### src/rtl/mem_bus_arbiter.sv
// Two-port data-bus controller. Port C (CPU M-stage) and port D (DMA/loader)
// share one data memory and two timers. Grants are round-robin. Each access is
// checked for legality, then the slave strobe is sequenced. The owner sees a
// one-cycle ack that carries either read data or an error flag.
module mem_bus_arbiter #(
  parameter logic [31:0] DM_TOP  = 32'h0000_2FFF,
  parameter logic [31:0] T0_BASE = 32'h0000_7F00,
  parameter logic [31:0] T1_BASE = 32'h0000_7F10
) (
  input  logic        clk,
  input  logic        reset,

  // Port C
  input  logic        c_req,
  input  logic        c_we,
  input  logic [31:0] c_addr,
  input  logic [3:0]  c_be,
  input  logic [31:0] c_wdata,
  output logic        c_ack,
  output logic        c_err,
  output logic [31:0] c_rdata,

  // Port D
  input  logic        d_req,
  input  logic        d_we,
  input  logic [31:0] d_addr,
  input  logic [3:0]  d_be,
  input  logic [31:0] d_wdata,
  output logic        d_ack,
  output logic        d_err,
  output logic [31:0] d_rdata,

  // Data memory
  output logic        dm_en,
  output logic [3:0]  dm_we,
  output logic [11:0] dm_addr,
  output logic [31:0] dm_wdata,
  input  logic [31:0] dm_rdata,

  // Timers
  output logic [1:0]  tm_we,
  output logic [1:0]  tm_addr,
  output logic [31:0] tm_wdata,
  input  logic [31:0] tm0_rdata,
  input  logic [31:0] tm1_rdata,

  output logic        owner
);

  typedef enum logic [1:0] {StIdle, StAccess, StResp} state_e;
  typedef enum logic [1:0] {TgtDm, TgtT0, TgtT1} tgt_e;

  // Each timer has three word registers (12 bytes).
  localparam logic [31:0] TimerSpan = 32'h0000_000B;

  state_e      state_q, state_d;
  tgt_e        tgt_q, tgt_d;
  logic        owner_q, owner_d;
  logic        last_owner_q, last_owner_d;
  logic        we_q, we_d;
  logic [13:2] addr_q, addr_d;
  logic [3:0]  be_q, be_d;
  logic [31:0] wdata_q, wdata_d;
  logic        err_q, err_d;
  logic [31:0] rdata_q, rdata_d;

  // Request selection and legality decode
  logic        any_req;
  logic        grant_d;
  logic        sel_we;
  logic [31:0] sel_addr;
  logic [3:0]  sel_be;
  logic [31:0] sel_wdata;
  logic        in_dm, in_t0, in_t1;
  logic        be_ok, timer_ok, legal;
  tgt_e        sel_tgt;

  // Round-robin pick: D wins only if C is idle or C was served last.
  always_comb begin
    any_req   = c_req | d_req;
    grant_d   = d_req & (~c_req | ~last_owner_q);
    sel_we    = grant_d ? d_we    : c_we;
    sel_addr  = grant_d ? d_addr  : c_addr;
    sel_be    = grant_d ? d_be    : c_be;
    sel_wdata = grant_d ? d_wdata : c_wdata;
  end

  // Decode the selected request's target and legality.
  always_comb begin
    in_dm = (sel_addr <= DM_TOP);
    in_t0 = (sel_addr >= T0_BASE) && (sel_addr <= T0_BASE + TimerSpan);
    in_t1 = (sel_addr >= T1_BASE) && (sel_addr <= T1_BASE + TimerSpan);

    case (sel_be)
      4'b1111: be_ok = (sel_addr[1:0] == 2'b00);
      4'b0011: be_ok = (sel_addr[1:0] == 2'b00);
      4'b1100: be_ok = (sel_addr[1:0] == 2'b10);
      default: be_ok = (sel_be == (4'b0001 << sel_addr[1:0]));
    endcase

    // Timers take whole words only, and COUNT (word 2) is read-only.
    timer_ok = (sel_be == 4'b1111) && !(sel_we && (sel_addr[3:2] == 2'b10));

    legal = be_ok && (in_dm || ((in_t0 || in_t1) && timer_ok));

    if (in_t0) begin
      sel_tgt = TgtT0;
    end else if (in_t1) begin
      sel_tgt = TgtT1;
    end else begin
      sel_tgt = TgtDm;
    end
  end

  // Next-state logic for the transaction FSM and latched request.
  always_comb begin
    state_d      = state_q;
    tgt_d        = tgt_q;
    owner_d      = owner_q;
    last_owner_d = last_owner_q;
    we_d         = we_q;
    addr_d       = addr_q;
    be_d         = be_q;
    wdata_d      = wdata_q;
    err_d        = err_q;
    rdata_d      = rdata_q;

    case (state_q)
      StIdle: begin
        if (any_req) begin
          owner_d      = grant_d;
          last_owner_d = grant_d;
          we_d         = sel_we;
          addr_d       = sel_addr[13:2];
          be_d         = sel_be;
          wdata_d      = sel_wdata;
          tgt_d        = sel_tgt;
          err_d        = ~legal;
          rdata_d      = '0;
          state_d      = legal ? StAccess : StResp;
        end
      end
      StAccess: begin
        // Timer reads are combinational; hold the value for the response cycle.
        if (!we_q && (tgt_q == TgtT0)) begin
          rdata_d = tm0_rdata;
        end else if (!we_q && (tgt_q == TgtT1)) begin
          rdata_d = tm1_rdata;
        end
        state_d = StResp;
      end
      StResp: begin
        state_d = StIdle;
      end
      default: begin
        state_d = StIdle;
      end
    endcase
  end

  // State registers; async reset drops any in-flight transaction.
  always_ff @(posedge clk or negedge reset) begin
    if (!reset) begin
      state_q      <= StIdle;
      tgt_q        <= TgtDm;
      owner_q      <= 1'b0;
      last_owner_q <= 1'b1;
      we_q         <= 1'b0;
      addr_q       <= '0;
      be_q         <= '0;
      wdata_q      <= '0;
      err_q        <= 1'b0;
      rdata_q      <= '0;
    end else begin
      state_q      <= state_d;
      tgt_q        <= tgt_d;
      owner_q      <= owner_d;
      last_owner_q <= last_owner_d;
      we_q         <= we_d;
      addr_q       <= addr_d;
      be_q         <= be_d;
      wdata_q      <= wdata_d;
      err_q        <= err_d;
      rdata_q      <= rdata_d;
    end
  end

  logic [31:0] resp_rdata;

  // Slave strobes in ACCESS only; ack and response data in RESP only.
  always_comb begin
    dm_en      = 1'b0;
    dm_we      = 4'b0000;
    dm_addr    = '0;
    dm_wdata   = '0;
    tm_we      = 2'b00;
    tm_addr    = 2'b00;
    tm_wdata   = '0;
    c_ack      = 1'b0;
    c_err      = 1'b0;
    c_rdata    = '0;
    d_ack      = 1'b0;
    d_err      = 1'b0;
    d_rdata    = '0;
    resp_rdata = '0;

    // An errored request jumps straight to RESP, so no strobe can fire for it.
    if (state_q == StAccess) begin
      case (tgt_q)
        TgtDm: begin
          dm_en    = 1'b1;
          dm_we    = we_q ? be_q : 4'b0000;
          dm_addr  = addr_q;
          dm_wdata = wdata_q;
        end
        TgtT0: begin
          tm_we    = {1'b0, we_q};
          tm_addr  = addr_q[3:2];
          tm_wdata = wdata_q;
        end
        TgtT1: begin
          tm_we    = {we_q, 1'b0};
          tm_addr  = addr_q[3:2];
          tm_wdata = wdata_q;
        end
        default: begin
          dm_en = 1'b0;
        end
      endcase
    end

    if (state_q == StResp) begin
      if (!err_q && !we_q) begin
        resp_rdata = (tgt_q == TgtDm) ? dm_rdata : rdata_q;
      end
      if (owner_q) begin
        d_ack   = 1'b1;
        d_err   = err_q;
        d_rdata = resp_rdata;
      end else begin
        c_ack   = 1'b1;
        c_err   = err_q;
        c_rdata = resp_rdata;
      end
    end
  end

  assign owner = owner_q;

endmodule

### config.mk
export PLATFORM = sky130hd
export DESIGN_NAME = mem_bus_arbiter
export DESIGN_NICKNAME = d
export VERILOG_FILES = /design/src/rtl/mem_bus_arbiter.sv
export SDC_FILE = /design/constraint.sdc
export NUM_CORES = 1
export LEC_CHECK = 0
export CAP_MARGIN = 10
export CORE_AREA = 2 2 153 155
export CTS_BUF_LIST = sky130_fd_sc_hd__clkbuf_4
export DETAILED_ROUTE_END_ITERATION = 7
export DIE_AREA = 0 0 155 157
export GPL_ROUTABILITY_DRIVEN = 0
export GPL_TIMING_DRIVEN = 0
export PLACE_DENSITY = 0.65
export SLEW_MARGIN = 20
export SYNTH_ARGS = -nofsm -noshare
export SYNTH_HDL_FRONTEND = slang
export SYNTH_SLANG_ARGS = --single-unit
### constraint.sdc
create_clock -name clk -period 4.5 [get_ports clk]
set_input_delay 1.125 -clock clk [delete_from_list [all_inputs] [get_ports clk]]
set_output_delay 1.125 -clock clk [all_outputs]
set_load 0.005 [all_outputs]
* Yosys cells after proc, flatten, opt, wreduce, memory -nomap -nowiden *
Cells that the tools add are included.

cells by class
  bitwise logic cells = 6
  reduce and logical (&&, ||, !) cells = 22
  muxes and demuxes = 43
  $lt $le $gt $ge = 5
  equal/unequal tests = 12
  shift operators = 1

operators with widths
  cell                    number
  $mux W32                15
  $ge A32 B15 Y1 const B  2
  $le A32 B15 Y1 const B  2
  $pmux W32 S2            1
  $le A32 B14 Y1 const B  1
  $mux W12                2
  $mux W4                 4
  $mux W2                 7
  $mux W1                 11
  $logic_and A1 B1 Y1     9
  $eq A2 B2 Y1 const B    4
  $eq A4 B4 Y1 const B    2
  $pmux W2 S2             2
  $logic_not A2 Y1        3
  $eq A2 B1 Y1 const B    2
  $eq A4 B2 Y1 const B    1
  $eq A4 B4 Y1            1
  $reduce_or A2 Y1        2
  $shl A1 B2 Y4 const A   1
  $logic_not A1 Y1        3
  $ne A3 B3 Y1 const B    1
  $not A1 Y1              3
  $reduce_and A3 Y1       1
  $logic_or A1 B1 Y1      2
  other kinds (6)         7

word-level totals
  register bits after elaboration = 88
  output and inout port bits = 154
  logic and storage cells = 99
  input port bits = 238

* Longest topological paths before layout *
Gate-level depths: netlist (run 1).

  depth in word-level cells = 14
  mapped depth = 8
  gate-level depth less buffers = 7

* Worst setup path after synthesis (run 1) *
OpenSTA, ideal clock, no wires.

  path kind = register to output
  start = register tgt_q[0]
  end = output port d_rdata[10]
  data required time = 3.375 ns
  path slack = 1.874 ns
  cell stages (with the launch flop) = 7
  buffers on the path = 1
  data arrival time = 1.501 ns
  cell sequence = dfrtp_1 > inv_1 > ha_1 > buf_1 > mux2_2 > nand2_1 > nor2_1

between the ends
  longest elaborated chain between the ends = 5

RTL lines
  what                      line  source
  start: declaration        57    tgt_e tgt_q, tgt_d;
  start signal: assignment  165   tgt_q <= TgtDm;
  start signal: assignment  176   tgt_q <= tgt_d;
  $logic_not A2 Y1          234   resp_rdata = (tgt_q == TgtDm) ? dm_rdata : rdata_q;
  $mux W32                  234
  $mux W32                  233   if (!err_q && !we_q) begin
  $mux W32                  236   if (owner_q) begin
  $mux W32                  232   if (state_q == StResp) begin
  end: declaration          31    output logic [31:0] d_rdata,

Every way passes these cells.

* Worst setup path in the final report (run 1) *
  start = register tgt_q[0]
  end = output port dm_wdata[28]

between the ends
  longest elaborated chain between the ends = 3

RTL lines
  what              line  source
  $logic_not A2 Y1  209   case (tgt_q)
  $mux W32          209
  $mux W32          208   if (state_q == StAccess) begin
  end: declaration  37    output logic [31:0] dm_wdata,

Every way passes these cells.

==> qor.txt, run 1 <==
Cell Rows - 55
clk_lat worst skew - 0.47 ns
Final period util - 94.09%
TritonCTS clock tree - done
MaxCap Viol Count - 0
vias per cell - 4.867
Post-synth EDFFs - 0
hold depth - 2
DIE WIDTH - 155 µm
placed inst area - 0.01022 mm²
htree depth - 3
Cells after Synth - 701
total clock sinks - 88
CTS clk-pin slew, worst paths - 0.16 ns
non-filler instance count after layout - 1,394
met2 WL post-DR - 14.01 mm
simple-gate share of the synthesized area - 26.30%
final total power - 2.096 mW
total global routing overflow - 0
leak pwr - 4.461 nW
Die ar. - 0.02434 mm²
syn nets - 942
WL met1 - 10.70 mm
drt pass-1 iters - 6
DR WL/cell - 19.32 µm
Tightest Pin Transition - 0.9028 ns
reg-to-reg endpoint - wdata_q[7]
initial DRC count - 300
input/output buffers - 391
Post-Place Worst Slack - 0.7332 ns
Rel. slew slack - 39.59%
Data arrival, critical path - 3.11 ns
placed cells - 1,378
worst hold path endpoint - rdata_q[23]
largest net degree at the start of global routing - 60
clk root buf - clkbuf_4
most frequent cells in the layout - 390 x clkdlybuf4s50_1, 123 x nor2_1, 87 x dfrtp_1
Worst Path Required - 3.38 ns
Pwr per Cell Area - 201.9 mW/mm²
HPWL after DPL - 21.53 mm
Top FF cell, synth - dfrtp_1
Fillers - 2,246
deepest clock path buffer count - 2
antenna viol nets, final - 0
Crit Path Class - flop to primary output
core footprint - 0.02250 mm²
gr usage total - 21.37%
Pins Over Slew Limit - 0
DRC Markers - 0
startpoint types - flop
Initial Utilization - 26.32%
fraction of the mapped netlist area in compound gates - 10.90%
Seq cells post-synth - 88
VDD IR max - 0.0001138 V
Final #Nets - 1,345
sequential area share after synthesis - 37.21%
Fin. Hold Viols - 0
first-pass GRT wire length - 39.74 mm
clk_skew - 0.02441 ns
Ports - 392
proportion of synthesized area in mux cells - 20.33%
number of global-route vias before repair - 6,850
antenna violations before repair - 2
final instance area - 0.01038 mm²
CP max FO - 10
Setup WS post-layout - 0.2659 ns
setup bufs post-CTS - 0
worst hold path class - flop to flop
total CTS buffers - 9
Synth cell types - 41
RSZ-0062 raised after global routing - no
Fmax - 236.2 MHz
Routed met3 length - 1.932 mm
Routed WL - 26.93 mm
Period minus WS final - 4.234 ns
# hold bufs at CTS - 0
Top Layer Used - met5
status - completed
YS warnings - 0
total number of vias - 6,785
FF-to-FF path depth - 5
Adder-Cell Fraction of Synth Area - 0.6338%
post-synthesis xor/xnor area fraction - 0%
asr flop ratio synth - 100.0%
final setup vio count - 0
WHS - 0.4939 ns
Die Height - 157 µm
commonest non-fill, non-tap cell in the layout - clkdlybuf4s50_1
Mapped Avg Cell Area - 8.448 µm²
synthesis-to-layout area growth - 75.30%
layout cells sized above 1 - 6.588%
Synth Cell Area - 0.005922 mm²
FF-to-FF Start - state_q[1]
R2R setup slack - 2.07 ns
Worst Hold Launch - rdata_q[23]
cts repair resizes - 0
largest family of logic cells by synthesized area - simple AND/OR/NAND/NOR gates
CP Capture Type - primary output
## cells in the mapped netlist (6+ instances only)
| cell type | count | area, µm² |
|---|---|---|
| inv_1 | 6 | 22.52 |
| dfrtp_1 | 87 | 2177 |
| a21oi_1 | 53 | 265.3 |
| mux2i_1 | 82 | 820.8 |
| o31ai_1 | 32 | 240.2 |
| nor4_1 | 6 | 37.54 |
| nand2_1 | 76 | 285.3 |
| clkbuf_1 | 43 | 161.4 |
| and3_1 | 83 | 519.3 |
| buf_2 | 15 | 75.07 |
| nor2_1 | 123 | 461.7 |
| mux2_2 | 34 | 382.9 |
## stage by stage
| stage | setup TNS [ns] | utilization, % |
|---|---|---|
| 5_1_grt | 0 | 46.13 |
| 3_5_place_dp | 0 | 45.42 |
| 3_3_place_gp | -111.01 | 45.29 |
| 4_1_cts | 0 | 46.12 |
| 2_1_floorplan | 0 | - |
| 6_report | 0 | 46.13 |
## final cells by class
| cell class | count | area, µm² | area share (%) |
|---|---|---|---|
| repair buffers | 392 | 3943 | 37.98 |
| multi-input cells | 545 | 3445 | 33.18 |
| flip-flops and latches | 88 | 2203 | 21.22 |
| well taps | 285 | 356.6 | 3.435 |
| plain buffers | 62 | 251.5 | 2.423 |
| clock inverters | 5 | 82.58 | 0.7955 |
| clock buffers | 10 | 75.07 | 0.7232 |
| inverters | 6 | 22.52 | 0.2169 |
| diodes | 1 | 2.502 | 0.02411 |
## power by group
group | leakage, nW | internal, mW | switching [mW] | total (mW)
logic | 3.31 | 0.324 | 0.285 | 0.609
registers | 1.07 | 0.888 | 0.0657 | 0.953
clock network | 0.0747 | 0.228 | 0.304 | 0.533
## kinds of logic after synthesis
kind of cell | count (synthesis)
compound gates | 103
fa+ha+maj | 3
mux | 116
simple gates | 323
flops | 88
buf+inv | 68
## critical path: stages (launching register included)
cell	delay, ns
dfrtp_1	0.41
inv_1	0.10
ha_1	0.35
clkbuf_1	0.58
clkbuf_1	0.43
and3_1	0.26
clkdlybuf4s50_1	0.51
## metal layers
layer  GRT usage, %  vias up
li1               -     3260
met1          24.45     3230
met2          40.04      272
met3          5.259       21
met4          4.894        2
met5              0        -
## state kept, by name, summed over array words and instances (netlist names)
| name | flops |
|---|---|
| addr_q | 12 |
| owner | 1 |
| err_q | 1 |
| last_owner_q | 1 |
| state_q | 2 |
| be_q | 4 |
| we_q | 1 |
| rdata_q | 32 |
| tgt_q | 2 |
| wdata_q | 32 |
## worst max-delay path by stage
stage          startpoint      endpoint  slack [ns]  depth (start not counted)
2_1_floorplan    tgt_q[0]   d_rdata[10]        1.87                          6
3_3_place_gp        reset    addr_q[10]       -1.29                          1
3_5_place_dp     tgt_q[0]   dm_wdata[3]        0.73                          6
4_1_cts          tgt_q[0]   dm_wdata[3]        0.18                          6
5_1_grt          tgt_q[1]  dm_wdata[11]        0.06                          6
6_report         tgt_q[0]  dm_wdata[28]        0.27                          6
Power figures use the tool's default switching activity.
==> run 2, diff against run 1 <==
--- a/config.mk
+++ b/config.mk
@@ -12,6 +12,7 @@
 export DIE_AREA = 0 0 155 157
 export GPL_ROUTABILITY_DRIVEN = 0
 export GPL_TIMING_DRIVEN = 0
+export HOLD_SLACK_MARGIN = 0.02
 export PLACE_DENSITY = 0.65
 export SLEW_MARGIN = 20
 export SYNTH_ARGS = -nofsm -noshare
==> results of run 2 <==
Same layout as run 1: the final DEF is identical, and so are final timing and power.
